File: config.mk
export PLATFORM = sky130hd
export DESIGN_NAME = uart_tx_arbiter
export DESIGN_NICKNAME = d
export VERILOG_FILES = /design/src/rtl/uart_tx_arbiter.sv
export SDC_FILE = /design/constraint.sdc
export NUM_CORES = 1
export LEC_CHECK = 0
export CORE_MARGIN = 1.5
export CORE_UTILIZATION = 39
export CTS_BUF_LIST = sky130_fd_sc_hd__clkbuf_4
export DETAILED_ROUTE_END_ITERATION = 8
export PLACE_DENSITY = 0.72
export SLEW_MARGIN = 5
export SYNTH_ARGS = -nofsm -noshare
export SYNTH_HDL_FRONTEND = slang
export SYNTH_SLANG_ARGS = --single-unit
export TNS_END_PERCENT = 5
File: constraint.sdc
create_clock -name clk -period 1.99 [get_ports clk]
set_input_delay 0.398 -clock clk [delete_from_list [all_inputs] [get_ports clk]]
set_output_delay 0.398 -clock clk [all_outputs]
set_load 0.005 [all_outputs]
File: src/rtl/uart_tx_arbiter.sv
// uart_tx_arbiter
//   Shares one UART sender among NUM_REQ clients. A round-robin arbiter picks
//   a requesting client, latches its byte, and runs the sender req/ack
//   handshake. It then reserves FRAME_CYCLES clocks for the frame to go out
//   before it pulses done_o for that client.
//
//   Optional feature macro: UART_TX_ARB_TIMEOUT_EN
//     When defined, a REQ or REL handshake that stalls for ACK_TIMEOUT cycles
//     is aborted. err_o is then set and stays set until clr. When undefined,
//     err_o is tied 0 and no timeout counter exists.
//
// Ports
//   clk       system clock
//   clr       synchronous reset, active-high
//   req_i     level request per client (bit k = client k)
//   data_i    byte per client, client k at [8k+7:8k]
//   gnt_o     1-cycle pulse: client byte latched
//   done_o    1-cycle pulse: client frame time elapsed
//   busy_o    high whenever the FSM is not IDLE
//   snd_req   request to sender
//   snd_data  byte to sender, stable from grant until next grant
//   snd_ack   sender acknowledge
//   err_o     sticky ack-timeout flag
module uart_tx_arbiter #(
   parameter int NUM_REQ      = 4,
   parameter int FRAME_CYCLES = 70000,
   parameter int ACK_TIMEOUT  = 4096
) (
   input  logic                   clk,
   input  logic                   clr,
   input  logic [NUM_REQ-1:0]     req_i,
   input  logic [8*NUM_REQ-1:0]   data_i,
   output logic [NUM_REQ-1:0]     gnt_o,
   output logic [NUM_REQ-1:0]     done_o,
   output logic                   busy_o,
   output logic                   snd_req,
   output logic [7:0]             snd_data,
   input  logic                   snd_ack,
   output logic                   err_o
);

   localparam int IW = $clog2(NUM_REQ);
   localparam int TW = $clog2(FRAME_CYCLES) + 1;
   localparam logic [IW:0]   NREQ      = (IW+1)'(NUM_REQ);
   localparam logic [IW-1:0] LAST_INIT = IW'(NUM_REQ - 1);
   localparam logic [TW-1:0] T_LOAD    = TW'(FRAME_CYCLES - 1);

   typedef enum logic [2:0] {S_IDLE, S_REQ, S_REL, S_WAIT, S_DONE} state_t;

   state_t               state_q;
   logic [IW-1:0]        last_q, idx_q;
   logic [TW-1:0]        timer_q;
   logic [NUM_REQ-1:0]   gnt_q, done_q;
   logic                 busy_q, snd_req_q;
   logic [7:0]           snd_data_q;

   // Round-robin pick: scan last+1, last+2, ... and wrap. The loop runs from
   // the farthest candidate to the nearest, so the nearest requester is the
   // last one assigned and wins. The previous winner (offset NUM_REQ) has the
   // lowest priority.
   logic                 win_vld_d;
   logic [IW-1:0]        win_idx_d;
   logic [7:0]           win_data_d;
   logic [IW:0]          cand;

   always_comb begin
      win_vld_d  = 1'b0;
      win_idx_d  = '0;
      win_data_d = 8'h00;
      cand       = '0;
      for (int i = NUM_REQ; i >= 1; i--) begin
         cand = {1'b0, last_q} + (IW+1)'(i);
         if (cand >= NREQ) cand = cand - NREQ;
         if (req_i[cand[IW-1:0]]) begin
            win_vld_d = 1'b1;
            win_idx_d = cand[IW-1:0];
         end
      end
      for (int k = 0; k < NUM_REQ; k++)
         if (win_idx_d == IW'(k)) win_data_d = data_i[8*k +: 8];
   end

`ifdef UART_TX_ARB_TIMEOUT_EN
   localparam int AW = $clog2(ACK_TIMEOUT) + 1;
   localparam logic [AW-1:0] ATO_LAST = AW'(ACK_TIMEOUT - 1);
   logic [AW-1:0] ato_q;   // cycles spent in the current handshake phase
   logic          err_q;
`endif

   always_ff @(posedge clk) begin
      if (clr) begin
         state_q    <= S_IDLE;
         last_q     <= LAST_INIT;
         idx_q      <= '0;
         timer_q    <= '0;
         gnt_q      <= '0;
         done_q     <= '0;
         busy_q     <= 1'b0;
         snd_req_q  <= 1'b0;
         snd_data_q <= 8'h00;
`ifdef UART_TX_ARB_TIMEOUT_EN
         ato_q      <= '0;
         err_q      <= 1'b0;
`endif
      end else begin
         gnt_q  <= '0;
         done_q <= '0;
         unique case (state_q)
            S_IDLE: begin
               if (win_vld_d) begin
                  state_q          <= S_REQ;
                  busy_q           <= 1'b1;
                  gnt_q[win_idx_d] <= 1'b1;
                  snd_data_q       <= win_data_d;
                  idx_q            <= win_idx_d;
                  last_q           <= win_idx_d;
`ifdef UART_TX_ARB_TIMEOUT_EN
                  ato_q            <= '0;
`endif
               end
            end
            S_REQ: begin
               if (snd_ack) begin
                  state_q   <= S_REL;
                  snd_req_q <= 1'b0;
`ifdef UART_TX_ARB_TIMEOUT_EN
                  ato_q     <= '0;
               end else if (ato_q == ATO_LAST) begin
                  // Sender never answered: drop the frame but still close it out.
                  state_q       <= S_DONE;
                  snd_req_q     <= 1'b0;
                  err_q         <= 1'b1;
                  done_q[idx_q] <= 1'b1;
`endif
               end else begin
                  snd_req_q <= 1'b1;
`ifdef UART_TX_ARB_TIMEOUT_EN
                  ato_q     <= ato_q + 1'b1;
`endif
               end
            end
            S_REL: begin
               if (!snd_ack) begin
                  state_q <= S_WAIT;
                  timer_q <= T_LOAD;
`ifdef UART_TX_ARB_TIMEOUT_EN
               end else if (ato_q == ATO_LAST) begin
                  // Ack stuck high: same abort as a missing ack.
                  state_q       <= S_DONE;
                  err_q         <= 1'b1;
                  done_q[idx_q] <= 1'b1;
               end else begin
                  ato_q <= ato_q + 1'b1;
`endif
               end
            end
            S_WAIT: begin
               if (timer_q == '0) begin
                  state_q       <= S_DONE;
                  done_q[idx_q] <= 1'b1;
               end else begin
                  timer_q <= timer_q - 1'b1;
               end
            end
            S_DONE: begin
               state_q <= S_IDLE;
               busy_q  <= 1'b0;
            end
            default: begin
               state_q   <= S_IDLE;
               busy_q    <= 1'b0;
               snd_req_q <= 1'b0;
            end
         endcase
      end
   end

   assign gnt_o    = gnt_q;
   assign done_o   = done_q;
   assign busy_o   = busy_q;
   assign snd_req  = snd_req_q;
   assign snd_data = snd_data_q;

`ifdef UART_TX_ARB_TIMEOUT_EN
   assign err_o = err_q;
`else
   // ACK_TIMEOUT has no effect without the timeout feature; err_o stays 0.
   assign err_o = 1'b0 & (ACK_TIMEOUT == 0);
`endif

endmodule

==> impl_results.md <==
* Status: finished, violations left
* Failing checks: negative setup slack
* Synthesized flop and latch total at 43
* Drt total wl at about 5 mm
* Post-synth EDFFs at 0
* Slowest cell on crit path: or4_4
* Final Worst Setup Slack at -0.170 ns
* CTS Root Cell: clkbuf_4
* Cells along the critical path: or4_4, or3_1, buf_4, or2_1, a21oi_1, a2111oi_0
* HPWL after detailed placement at around 3.8 mm
* Clock sinks at 43
* Unique masters post-synth at 46
* WL met2 at between 2 and 2.5 mm
* CP required at roughly 2.2 ns
* Ratio of final minimum period to clock period at 1.09
* Syn avg cell area at about 8.9 µm²
* CTS tree: yes
* Die height at roughly 77 µm
* Setup Total Neg Slack at -0.561 ns
* Cell count of the worst hold path at 2
* Hold path startpoint: snd_data[4]
* CORE AREA at 5170 µm²
* Post-Syn Area at around 2100 µm²
* Cells on worst reg2reg path at 6
* Max_cap viols at 0
* Pleak at ~1.2 nW
* Met3 WL post-DR at ~420 µm
* All-Layer GR Usage at 0.183
* Layout cells sized above 1 at 0.210
* DRT antenna net count at 0
* Hold Violations, Final at 0
* Initial DRC count at 59
* Met1 wire length at around 2.1 mm
* DR DRC count at 0
* Initial Utilization at 0.409
* Tmin final at 2.16 ns
* Vias/cell at a little over 5
* Yosys Warn Count at 0
* Reg-to-Reg End: state_q[0]
* Remaining Overflow, GRT at 0
* Hold path endpoint: snd_data[4]
* Post-Syn Nets at ~280
* Area added between synthesis and finish at 47.7%
* CTS max path bufs at 2
* Synth Flop Type: dfxtp_1
* CP arrival at around 2.4 ns
* Die area at about 5900 µm²
* Final net count at ~360
* Crit-path max cell delay at 0.55 ns
* Crit-path max FO at 7
* Clk_skew at 0.00862 ns
* Initial antenna violation count at 0
* Largest vdd supply drop at about 0.31 mV
* Hold Crit Class: reg -> reg
* R2R Path Start: timer_q[9]
* Pin count of the biggest net entering global routing at 18
* Crit. End Element: flip-flop
* CTS Buf Count at 5
* F_max at between 0.4 and 0.5 GHz
* Synthesized instance count at roughly 240
* Vias in the first global route at 1,972
* # rows at 26
* Final setup viols at 11
* Commonest non-fill, non-tap cell in the layout: clkdlybuf4s50_1
* Global placement routability congestion at between 0.8 and 0.9
* Max Slew Vio Count at 0
* H-tree Lvls at 2
* Worst-path clk slew at approximately 0.12 ns
* RSZ-0062 raised after global routing: true
* Register area share after synthesis at 0.407
* Max layer used: met4
* PD cells at 736 nW/µm²
* DR pass1 iterations at 4
* Num ports at 58
* Most frequent cells in the layout: clkdlybuf4s50_1, dfxtp_1, buf_4, nor2_1, mux2i_1
* Port bufs at 56
* Worst setup path class: reg -> reg
* Clock Latency Late Sink at between 0.3 and 0.4 ns
* Antenna Cells at 0
* Worst hold slack at ~0.49 ns
* Worst Setup Start Kind: flip-flop
* Async set-reset flop share out of synthesis at 0
* First-pass GRT wire length at roughly 9 mm
* DR WL/cell at roughly 12 µm
* Via count at between 1,500 and 2,000
* Reg-to-reg slack, setup at -0.17 ns
* Die Wd at between 70 and 80 µm
final cells by class:
class                           count  area [µm²]
Clock buffer                        5        37.5
Clock inverter                      3        15.0
Fill cell                         452        2050
Inverter                            4        15.0
Multi-Input combinational cell    175        1220
Sequential cell                    43         862
Tap cell                           70        87.6
Timing Repair Buffer               94         886
worst max path at each step:
stage / slack (ns) / start / to / cells past startpoint
finish: -0.17 / timer_q[9] / state_q[0] / 6
global route: -0.22 / timer_q[9] / state_q[0] / 6
global placement: -0.27 / req_i[1] / snd_data[3] / 7
CTS: -0.15 / timer_q[13] / timer_q[17] / 5
floorplan: -0.06 / timer_q[13] / timer_q[17] / 5
detailed placement: -0.32 / req_i[1] / gnt_o[3] / 7
through the flow:
step                setup WS [ns]  area [µm²]  power [mW]  cells   util
global route               -0.223        3130        2.46    394  0.604
global placement           -0.266        3030        1.87    386  0.586
CTS                        -0.145        3100        2.30    394  0.598
floorplan                 -0.0620        2120        1.48    239      -
finish                     -0.170        3130        2.30    394  0.604
detailed placement         -0.321        3030        1.88    386  0.586
flip-flops by register name, indices dropped and copies added (netlist names):
register	count
busy_o	1
done_o	4
idx_q	2
gnt_o	4
last_q	2
timer_q	18
snd_data	8
state_q	3
snd_req	1
synth_stat cells, types with 4 or more instances:
cell type | n | share of area
nand3b_1 | 9 | 0.032
or4_1 | 6 | 0.021
nor3_1 | 8 | 0.019
nor2b_1 | 7 | 0.021
o21ai_1 | 9 | 0.021
xor2_1 | 7 | 0.029
o211ai_1 | 4 | 0.014
inv_1 | 4 | 0.0071
nand3_1 | 4 | 0.0095
o21ai_0 | 8 | 0.019
mux2_2 | 8 | 0.043
or3_1 | 9 | 0.027
nand2_1 | 7 | 0.012
nor2_1 | 21 | 0.037
dfxtp_1 | 43 | 0.41
mux2i_1 | 17 | 0.080
and3_1 | 4 | 0.012
a21oi_1 | 13 | 0.031
clkbuf_1 | 13 | 0.023
worst max-delay path: cells and delay by family, from the launching register on:
| family | cells | cell delay [ns] |
|---|---|---|
| AND/OR/NAND/NOR | 3 | 1.22 |
| flip-flops | 1 | 0.33 |
| AO/OA/AOI/OAI | 2 | 0.30 |
| buffers and inverters | 1 | 0.19 |
what timing repair did:
action,CTS,global route
setup buffers,0,0
hold buffers,0,0
gates resized for setup,3,9
pin swaps,0,3
endpoints found under the setup margin,14,28
logic make-up after synthesis:
kind of cell	count (synthesis)	synth area share
adder cells (fa/ha/maj)	1	0.00591
AND/OR/NAND/NOR	90	0.245
buffers and inverters	21	0.0402
AO/OA/AOI/OAI	51	0.148
other	1	0.00177
flip-flops	43	0.407
XOR/XNOR	7	0.0290
multiplexers	25	0.123
per-layer routing:
layer	vias to the layer above	global-route usage
met5	-	0
met4	0	0.0556
met3	9	0.0738
met2	58	0.295
met1	893	0.224
li1	1036	-
power breakdown:
group	switching, mW	internal (mW)
Clock	0.278	0.130
Sequential	0.0654	0.947
Combinational	0.377	0.506
Total	0.720	1.58
Note: power is estimated with default switching activity, not from simulation.
